--- src/rtl/mcpu_ram_ctrl_sync.sv ---
// mcpu_ram_ctrl_sync: dual-port word RAM controller for the microCPU.
// Data port (read/write) and instruction-fetch port (read-only) share one array.
// Each port runs its own IDLE -> BUSY -> IDLE handshake FSM. Writes acknowledge
// one cycle after acceptance; reads acknowledge RD_LATENCY cycles after acceptance.
// Optional feature macro: MCPU_RAM_CLEAR_EN -- zero the whole array after reset.
module mcpu_ram_ctrl_sync #(
  parameter int WORD_SIZE  = 8,
  parameter int ADDR_WIDTH = 8,
  parameter int RAM_SIZE   = 1 << ADDR_WIDTH,
  parameter int RD_LATENCY = 1
) (
  input  logic                  clk,
  input  logic                  rst_n,
  input  logic                  d_req,
  input  logic                  d_we,
  input  logic [ADDR_WIDTH-1:0] d_addr,
  input  logic [WORD_SIZE-1:0]  d_wdata,
  output logic                  d_ready,
  output logic                  d_ack,
  output logic [WORD_SIZE-1:0]  d_rdata,
  output logic                  d_err,
  input  logic                  i_req,
  input  logic [ADDR_WIDTH-1:0] i_addr,
  output logic                  i_ready,
  output logic                  i_ack,
  output logic [WORD_SIZE-1:0]  i_rdata
);

  localparam int CNT_W = $clog2(RD_LATENCY + 1);
  localparam logic [CNT_W-1:0] CNT_LOAD = CNT_W'(RD_LATENCY - 1);
  localparam logic [ADDR_WIDTH:0] RAM_LIMIT = (ADDR_WIDTH + 1)'(RAM_SIZE);

  typedef enum logic [1:0] {ST_IDLE, ST_BUSY, ST_CLEAR} state_t;

  logic [WORD_SIZE-1:0] mem [0:RAM_SIZE-1];

  state_t d_state, d_state_next;
  state_t i_state, i_state_next;
  logic [CNT_W-1:0] d_cnt, d_cnt_next;
  logic [CNT_W-1:0] i_cnt, i_cnt_next;
  logic d_we_pend, d_err_pend;
  logic [WORD_SIZE-1:0] d_buf, i_buf;
  logic d_ack_next, d_err_next, i_ack_next;
  logic [WORD_SIZE-1:0] d_rdata_next, i_rdata_next;
  logic d_accept, i_accept;
  logic d_in_range, i_in_range;
  logic d_wr_en;
  logic wr_en;
  logic [ADDR_WIDTH-1:0] wr_addr;
  logic [WORD_SIZE-1:0] wr_data;
  logic clr_last;

  assign d_accept   = d_req & d_ready;
  assign i_accept   = i_req & i_ready;
  assign d_in_range = ({1'b0, d_addr} < RAM_LIMIT);
  assign i_in_range = ({1'b0, i_addr} < RAM_LIMIT);
  // Out-of-range writes are dropped here so they never touch the array.
  assign d_wr_en    = d_accept & d_we & d_in_range;

`ifdef MCPU_RAM_CLEAR_EN
  localparam state_t RESET_STATE = ST_CLEAR;
  logic [ADDR_WIDTH-1:0] clr_addr;
  logic clr_active;

  assign clr_active = (d_state == ST_CLEAR);
  assign clr_last   = clr_active && (clr_addr == ADDR_WIDTH'(RAM_SIZE - 1));
  assign wr_en      = clr_active | d_wr_en;
  assign wr_addr    = clr_active ? clr_addr : d_addr;
  assign wr_data    = clr_active ? '0 : d_wdata;

  // Clear pointer walks the array once; reset always restarts it at address 0.
  always_ff @(posedge clk or negedge rst_n) begin
    if (!rst_n)
      clr_addr <= '0;
    else if (clr_active && !clr_last)
      clr_addr <= clr_addr + 1'b1;
  end
`else
  localparam state_t RESET_STATE = ST_IDLE;
  assign clr_last = 1'b0;
  assign wr_en    = d_wr_en;
  assign wr_addr  = d_addr;
  assign wr_data  = d_wdata;
`endif

  // Array write port plus both read ports, all sampled on the acceptance edge.
  // The fetch port bypasses a same-edge data write to the same word (write-first).
  always_ff @(posedge clk) begin
    if (wr_en)
      mem[wr_addr] <= wr_data;
    if (d_accept)
      d_buf <= d_in_range ? mem[d_addr] : '0;
    if (i_accept) begin
      if (!i_in_range)
        i_buf <= '0;
      else if (d_wr_en && (d_addr == i_addr))
        i_buf <= d_wdata;
      else
        i_buf <= mem[i_addr];
    end
  end

  // Data port state, latency counter and registered outputs.
  always_ff @(posedge clk or negedge rst_n) begin
    if (!rst_n) begin
      d_state    <= RESET_STATE;
      d_cnt      <= '0;
      d_ack      <= 1'b0;
      d_err      <= 1'b0;
      d_rdata    <= '0;
      d_we_pend  <= 1'b0;
      d_err_pend <= 1'b0;
    end else begin
      d_state <= d_state_next;
      d_cnt   <= d_cnt_next;
      d_ack   <= d_ack_next;
      d_err   <= d_err_next;
      d_rdata <= d_rdata_next;
      if (d_accept) begin
        d_we_pend  <= d_we;
        d_err_pend <= !d_in_range;
      end
    end
  end

  // Data port next state: writes finish after one cycle, reads after RD_LATENCY.
  always_comb begin
    d_state_next = d_state;
    d_cnt_next   = d_cnt;
    d_ready      = 1'b0;
    d_ack_next   = 1'b0;
    d_err_next   = 1'b0;
    d_rdata_next = d_rdata;
    case (d_state)
      ST_IDLE: begin
        d_ready = 1'b1;
        if (d_req) begin
          d_state_next = ST_BUSY;
          d_cnt_next   = d_we ? '0 : CNT_LOAD;
        end
      end
      ST_BUSY: begin
        if (d_cnt == '0) begin
          d_state_next = ST_IDLE;
          d_ack_next   = 1'b1;
          d_err_next   = d_err_pend;
          if (!d_we_pend)
            d_rdata_next = d_buf;
        end else begin
          d_cnt_next = d_cnt - 1'b1;
        end
      end
      ST_CLEAR: begin
        if (clr_last)
          d_state_next = ST_IDLE;
      end
      default: d_state_next = ST_IDLE;
    endcase
  end

  // Fetch port state, latency counter and registered outputs.
  always_ff @(posedge clk or negedge rst_n) begin
    if (!rst_n) begin
      i_state <= RESET_STATE;
      i_cnt   <= '0;
      i_ack   <= 1'b0;
      i_rdata <= '0;
    end else begin
      i_state <= i_state_next;
      i_cnt   <= i_cnt_next;
      i_ack   <= i_ack_next;
      i_rdata <= i_rdata_next;
    end
  end

  // Fetch port next state: every request is a read of RD_LATENCY cycles.
  always_comb begin
    i_state_next = i_state;
    i_cnt_next   = i_cnt;
    i_ready      = 1'b0;
    i_ack_next   = 1'b0;
    i_rdata_next = i_rdata;
    case (i_state)
      ST_IDLE: begin
        i_ready = 1'b1;
        if (i_req) begin
          i_state_next = ST_BUSY;
          i_cnt_next   = CNT_LOAD;
        end
      end
      ST_BUSY: begin
        if (i_cnt == '0) begin
          i_state_next = ST_IDLE;
          i_ack_next   = 1'b1;
          i_rdata_next = i_buf;
        end else begin
          i_cnt_next = i_cnt - 1'b1;
        end
      end
      ST_CLEAR: begin
        if (clr_last)
          i_state_next = ST_IDLE;
      end
      default: i_state_next = ST_IDLE;
    endcase
  end

endmodule
--- config.mk ---
export PLATFORM = sky130hd
export DESIGN_NAME = mcpu_ram_ctrl_sync
export DESIGN_NICKNAME = d
export VERILOG_FILES = /design/src/rtl/mcpu_ram_ctrl_sync.sv
export SDC_FILE = /design/constraint.sdc
export NUM_CORES = 2
export LEC_CHECK = 0
export ABC_AREA = 1
export BUFFER_PORTS_ARGS = -buffer_cell sky130_fd_sc_hd__buf_4
export CAP_MARGIN = 20
export CORE_MARGIN = 3
export CORE_UTILIZATION = 35
export CTS_BUF_LIST = sky130_fd_sc_hd__clkbuf_16
export DETAILED_ROUTE_END_ITERATION = 6
export GPL_TIMING_DRIVEN = 1
export PLACE_DENSITY_LB_ADDON = 0.1
export SKIP_CTS_REPAIR_TIMING = 1
export SLEW_MARGIN = 20
export SYNTH_ARGS = -nofsm -noshare
export SYNTH_HDL_FRONTEND = slang
export SYNTH_SLANG_ARGS = --single-unit
--- constraint.sdc ---
create_clock -name clk -period 2.4 [get_ports clk]
set_input_delay 0.48 -clock clk [delete_from_list [all_inputs] [get_ports clk]]
set_output_delay 0.48 -clock clk [all_outputs]
set_load 0.01 [all_outputs]
Word-level counts from Yosys, hierarchy flattened
Memory sizes are Yosys's and may differ from the RTL's. A register that Yosys moved wholly into a read port is not among the register bits.
Index checks and enable logic that the tools add are counted.
- input bits: 29
- register bits after elaboration: 25
- RAM bits: 2048
- bits in latches: 0
- memory bits (read-only): 0
- memories kept: 1
- logic and storage cells: 58
- output and inout port bits: 21
- memories (name ; depth ; bits a word ; rd ports ; clocked after memory_dff ; write ports ; line ; text):
    mem ; 256 ; 8 ; 2 ; 2 ; 1 ; 35 ; logic [WORD_SIZE-1:0] mem [0:RAM_SIZE-1];
- add/sub/neg operators: 2
- order comparisons: 0
- divide/modulo/power cells: 0
- bitwise gates (word level): 8
- reduce and logical (&&, ||, !) cells: 10
- eq/ne operators: 8
- shifts and indexed selects: 0
- multipliers: 0
- muxes and demuxes: 20
- operators with widths (operator ; number):
    $mux W1 ; 12
    $pmux W2 S3 ; 2
    $reduce_and A3 Y1 ; 3
    $mux W2 ; 4
    $ne A2 B2 Y1 const B ; 4
    $reduce_and A2 Y1 ; 3
    $not A1 Y1 ; 5
    $eq A2 B1 Y1 const B ; 2
    $eq A2 B2 Y1 const B ; 2
    $logic_not A2 Y1 ; 2
    $pmux W1 S2 ; 2
    $reduce_bool A2 Y1 ; 2
    $and A1 B1 Y1 ; 3
    $sub A1 B1 Y1 const B ; 2

Longest topological paths before layout
- depth in word-level cells: 6
- mapped depth: 16
- mapped depth without buffers: 13

Worst setup path before layout
OpenSTA, ideal clock, no wires.
- path type: input port to flip-flop
- start: input port d_req
- end: memory mem[66][0] (enable)
- path slack: -0.208 ns
- buffers on the path: 1
- setup time: 0.370 ns
- data arrival time: 2.238 ns
- data required time: 2.030 ns
- cell stages on the path: 7
- path through: inv_1 -> nor2_1 -> nand2_1 -> nor3_1 -> nand2_1 -> clkbuf_1 -> nor2_1
- cells in the longest elaborated chain, start to end: 4
- ends and longest elaborated chain (item ; line ; text):
    from (decl) ; 14 ; input logic d_req,
    $and A1 B1 Y1 ; 53 ; assign d_accept = d_req & d_ready;
    net d_accept ; 45 ; logic d_accept, i_accept;
    $and A1 B1 Y1 ; 58 ; assign d_wr_en = d_accept & d_we & d_in_range;
    $mux W1 ; 89 ; if (wr_en)
    $mux W1 (implied by the code) ; 90 ; mem[wr_addr] <= wr_data;
    to (decl) ; 35 ;
The timed path passes the listed nets, and every way through them passes these cells.

==> impl_summary.txt <==
----------------------------------------------------
[Hold path]
  HP Class ... input pin to async pin

[Detailed routing]
  Remaining routing DRC violations ... 0
  Routed Wire Length ... 447 mm
  First-iteration detailed-routing DRC count ... 11.8k
  Via density ... 5.83
  Total number of vias ... 85.1k
  Average wire per standard cell ... 30.6 um
  Number of antenna-violating nets in the routed design ... 0
  Drt pass-1 iters ... 7

[Synthesis]
  Synth Area in XOR/XNOR ... 0.0178%
  Combinational family with the most area after synthesis ... simple AND/OR/NAND/NOR gates
  Flops & latches, synth ... 2085
  Cell count after synthesis ... 9730
  Synth Area in Adders ... 0%
  Syn Area/Cell ... 10.1 sq um
  Summed instance area of the synthesized netlist ... 98600 sq um
  Post-synthesis share of cell area spent on and, or, nand and nor gates ... 24.2%
  Yosys synthesis warning count ... 0
  Synth top area share ... 62.9%
  Synth top area cells ... edfxtp_1 (63%), nand2_1 (12%), nand3_1 (10%)
  Compound-Gate Fraction of Synth Area ... 8.82%
  Share of synthesized area spent on multiplexers ... 0.0914%
  Sequential share of the synthesized area ... 63.4%
  Distinct cell type count of the synthesized netlist ... 30
  Largest area contributor in the netlist ... edfxtp_1
  Syn Nets ... 9759

[Placement]
  Final GP Congestion ... 0.976
  Number of cells after detailed placement ... 14.1k
  Final HPWL DP ... 309 mm
  Port Buf Inserts ... 48

[Critical path]
  Required time worst endpoint ... 3.10 ns
  Slowest-stage cell, CP ... nand4_1
  CP cell instances ... buf_4, nand2_1, inv_8, buf_12, buf_12, buf_4, a22oi_1, nand2_1, nand2_1, nand4_1, nand2_1, nand2_1, nor2_1, nor2_1, nor2_4, nand2_1
  Sort of element at the start of the critical path ... input pin
  Crit path kind ... input pin to flip-flop
  Critical Path Fanout Max ... 50
  WP data arrival ... 3.14 ns
  Largest stage delay on the critical path ... 0.28 ns
  Kind of end point of the critical path ... flip-flop
  Worst path most repeated cell ... nand2_1

[Floorplan]
  Row cnt ... 194
  Top-Level Pins ... 50
  Die ar. ... 288000 sq um
  Core outline area ... 280000 sq um
  Die Height ... 537 um
  Die Width ... 537 um
  Starting density of the core ... 35.2%

[Final layout]
  Area of combinational cells with multiple inputs ... 32900 sq um
  Total Nets Final ... 10.7k
  Layout area overhead ... 24.1%
  Non-Filler Instances ... 14.6k
  Most frequent standard cell in the layout excluding fill and tap cells ... nand2_1
  Register area ... 62500 sq um
  Top library cells by usage in the layout, fill and taps aside ... nand2_1 (3016), edfxtp_1 (2064), nand3_1 (2048)
  Filler Cells Inserted ... 26.4k
  Fraction of final layout cells sized beyond drive strength 1 ... 17.3%

[Clock network]
  Clock tree from TritonCTS ... done
  Cell at the root of the clock tree ... clkbuf_16
  Clock insertion delay at the later pin of the skew report ... 0.95 ns
  Number of clock buffers inserted by TritonCTS ... 237
  Max Buffers Root-to-Sink ... 4
  Clock sinks ... 2085
  CTS H-tree depth ... 4
  Clock-pin slew reported for the worst setup and hold paths after clock tree synthesis ... 0.06 ns

[STA]
  Count of final setup violators ... 2
  Final hold violations ... 0
  Post-layout min period ... 2.44 ns
  Remaining max-slew budget at the tightest pin ... 40.2%
  Highest clock rate ... 410 MHz
  Setup_tns ... -0.0734 ns
  Maximum clock skew at final layout ... 0.0723 ns
  Unrepaired setup endpoints after global routing ... yes
  Worst Slack Setup Final ... -0.0394 ns
  Hold slack ... 0.0160 ns
  Final number of max-transition violations ... 0
  Fraction of the cycle the final worst path needs ... 102%
  Transition time of the tightest slew-check pin ... 0.896 ns

[Outcome]
  Failing checks ... setup timing
  Outcome ... finished with violations

[GRT]
  First-pass GRT wire length ... 624 mm
  Antenna violations before repair ... 24
  Number of global-route vias before repair ... 81.3k
  Global routing usage summed across all routing layers ... 30.2%
  Pin count of the biggest net entering global routing ... 83
  Total global routing overflow ... 0

[Power and ir drop]
  Power density over cell area ... 707 nW/um^2
  Leakage power ... 45.8 nW
  Post-layout power ... 0.0864 W
  Max IR drop VDD ... 0.600 mV

[Run]
  Maxcap violations ... 0

----------------------------------------------------
==> registers in the layout, summed over array words and instances, names as in the netlist <==
| signal | flops |
|---|---|
| d_buf | 8 |
| i_ack | 1 |
| d_ack | 1 |
| i_state | 1 |
| d_we_pend | 1 |
| d_rdata | 8 |
| mem | 2048 |
| i_rdata | 8 |
| d_state | 1 |
| i_buf | 8 |
==> Yosys cell counts (all sizes together) <==
cell	count
mux2	8
o211ai	1
nor3	17
nand3	2062
clkinv	22
buf	322
o21ai	38
nand2	3028
nand4	65
or2	44
edfxtp	2064
inv	30
clkbuf	445
xor2	1
dfrtp	21
xnor2	1
conb	1
nor2	377
nor4	2
a22oi	1024
o31ai	7
a21oi	150
==> cell families after synthesis <==
| kind of cell | Yosys count |
|---|---|
| flip-flops | 2085 |
| XOR/XNOR | 2 |
| buffers and inverters | 819 |
| AND/OR/NAND/NOR | 5595 |
| AO/OA/AOI/OAI | 1220 |
| other | 1 |
| multiplexers | 8 |
==> cell type report <==
type / instances / area share (%)
multi-input combinational: 6826 / 26.9
tap: 3724 / 3.81
clock inverter: 198 / 1.23
inverter: 52 / 0.199
clock buffer: 244 / 4.99
timing repair buffer: 1449 / 11.7
antenna: 13 / 0.0266
sequential: 2085 / 51.1
==> power breakdown <==
| part | switching (W) | total, W | internal [W] |
|---|---|---|---|
| combinational | 0.00671 | 0.00998 | 0.00327 |
| clock | 0.0158 | 0.0362 | 0.0204 |
| sequential | 0.000154 | 0.0403 | 0.0401 |
| total | 0.0226 | 0.0864 | 0.0638 |
==> through the flow <==
step           utilization [%]  setup WS [ns]  instance area, sq um
2_1_floorplan                -        -0.0617                 98600
3_3_place_gp              40.9          -1.41                114000
3_5_place_dp              40.9          -1.32                114000
4_1_cts                   43.6         -0.350                122000
5_1_grt                   43.7        -0.0192                122000
6_report                  43.7        -0.0394                122000
==> worst paths after layout <==
check	start	to	slack [ns]	cells past startpoint
hold reg to reg	i_state[0]	i_ack	0.47	0
max in group asynchronous	rst_n	i_state[0]	2.06	2
setup / recovery	d_addr[1]	d_buf[5]	-0.04	16
hold / removal	rst_n	d_ack	0.02	2
setup reg to reg	mem[240][1]	d_buf[1]	0.02	10
min in group clk	d_wdata[6]	mem[159][6]	0.03	1
==> per-layer routing <==
layer | vias to the layer above | wire [um] | share of wire (%) | track usage [%]
li1 | 37200 | - | - | -
met1 | 42400 | 183000 | 41 | 41.1
met2 | 4636 | 202000 | 45 | 47.3
met3 | 845 | 38900 | 8.7 | 5.41
met4 | 12 | 22300 | 5.0 | 13.2
met5 | - | 73 | 0.016 | 0
==> worst max-delay path: cells and delay by family <==
family	cells	cell delay, ns
AND/OR/NAND/NOR	10	1.49
AO/OA/AOI/OAI	1	0.16
buffers and inverters	5	0.94
Power figures use the tool's default switching activity.
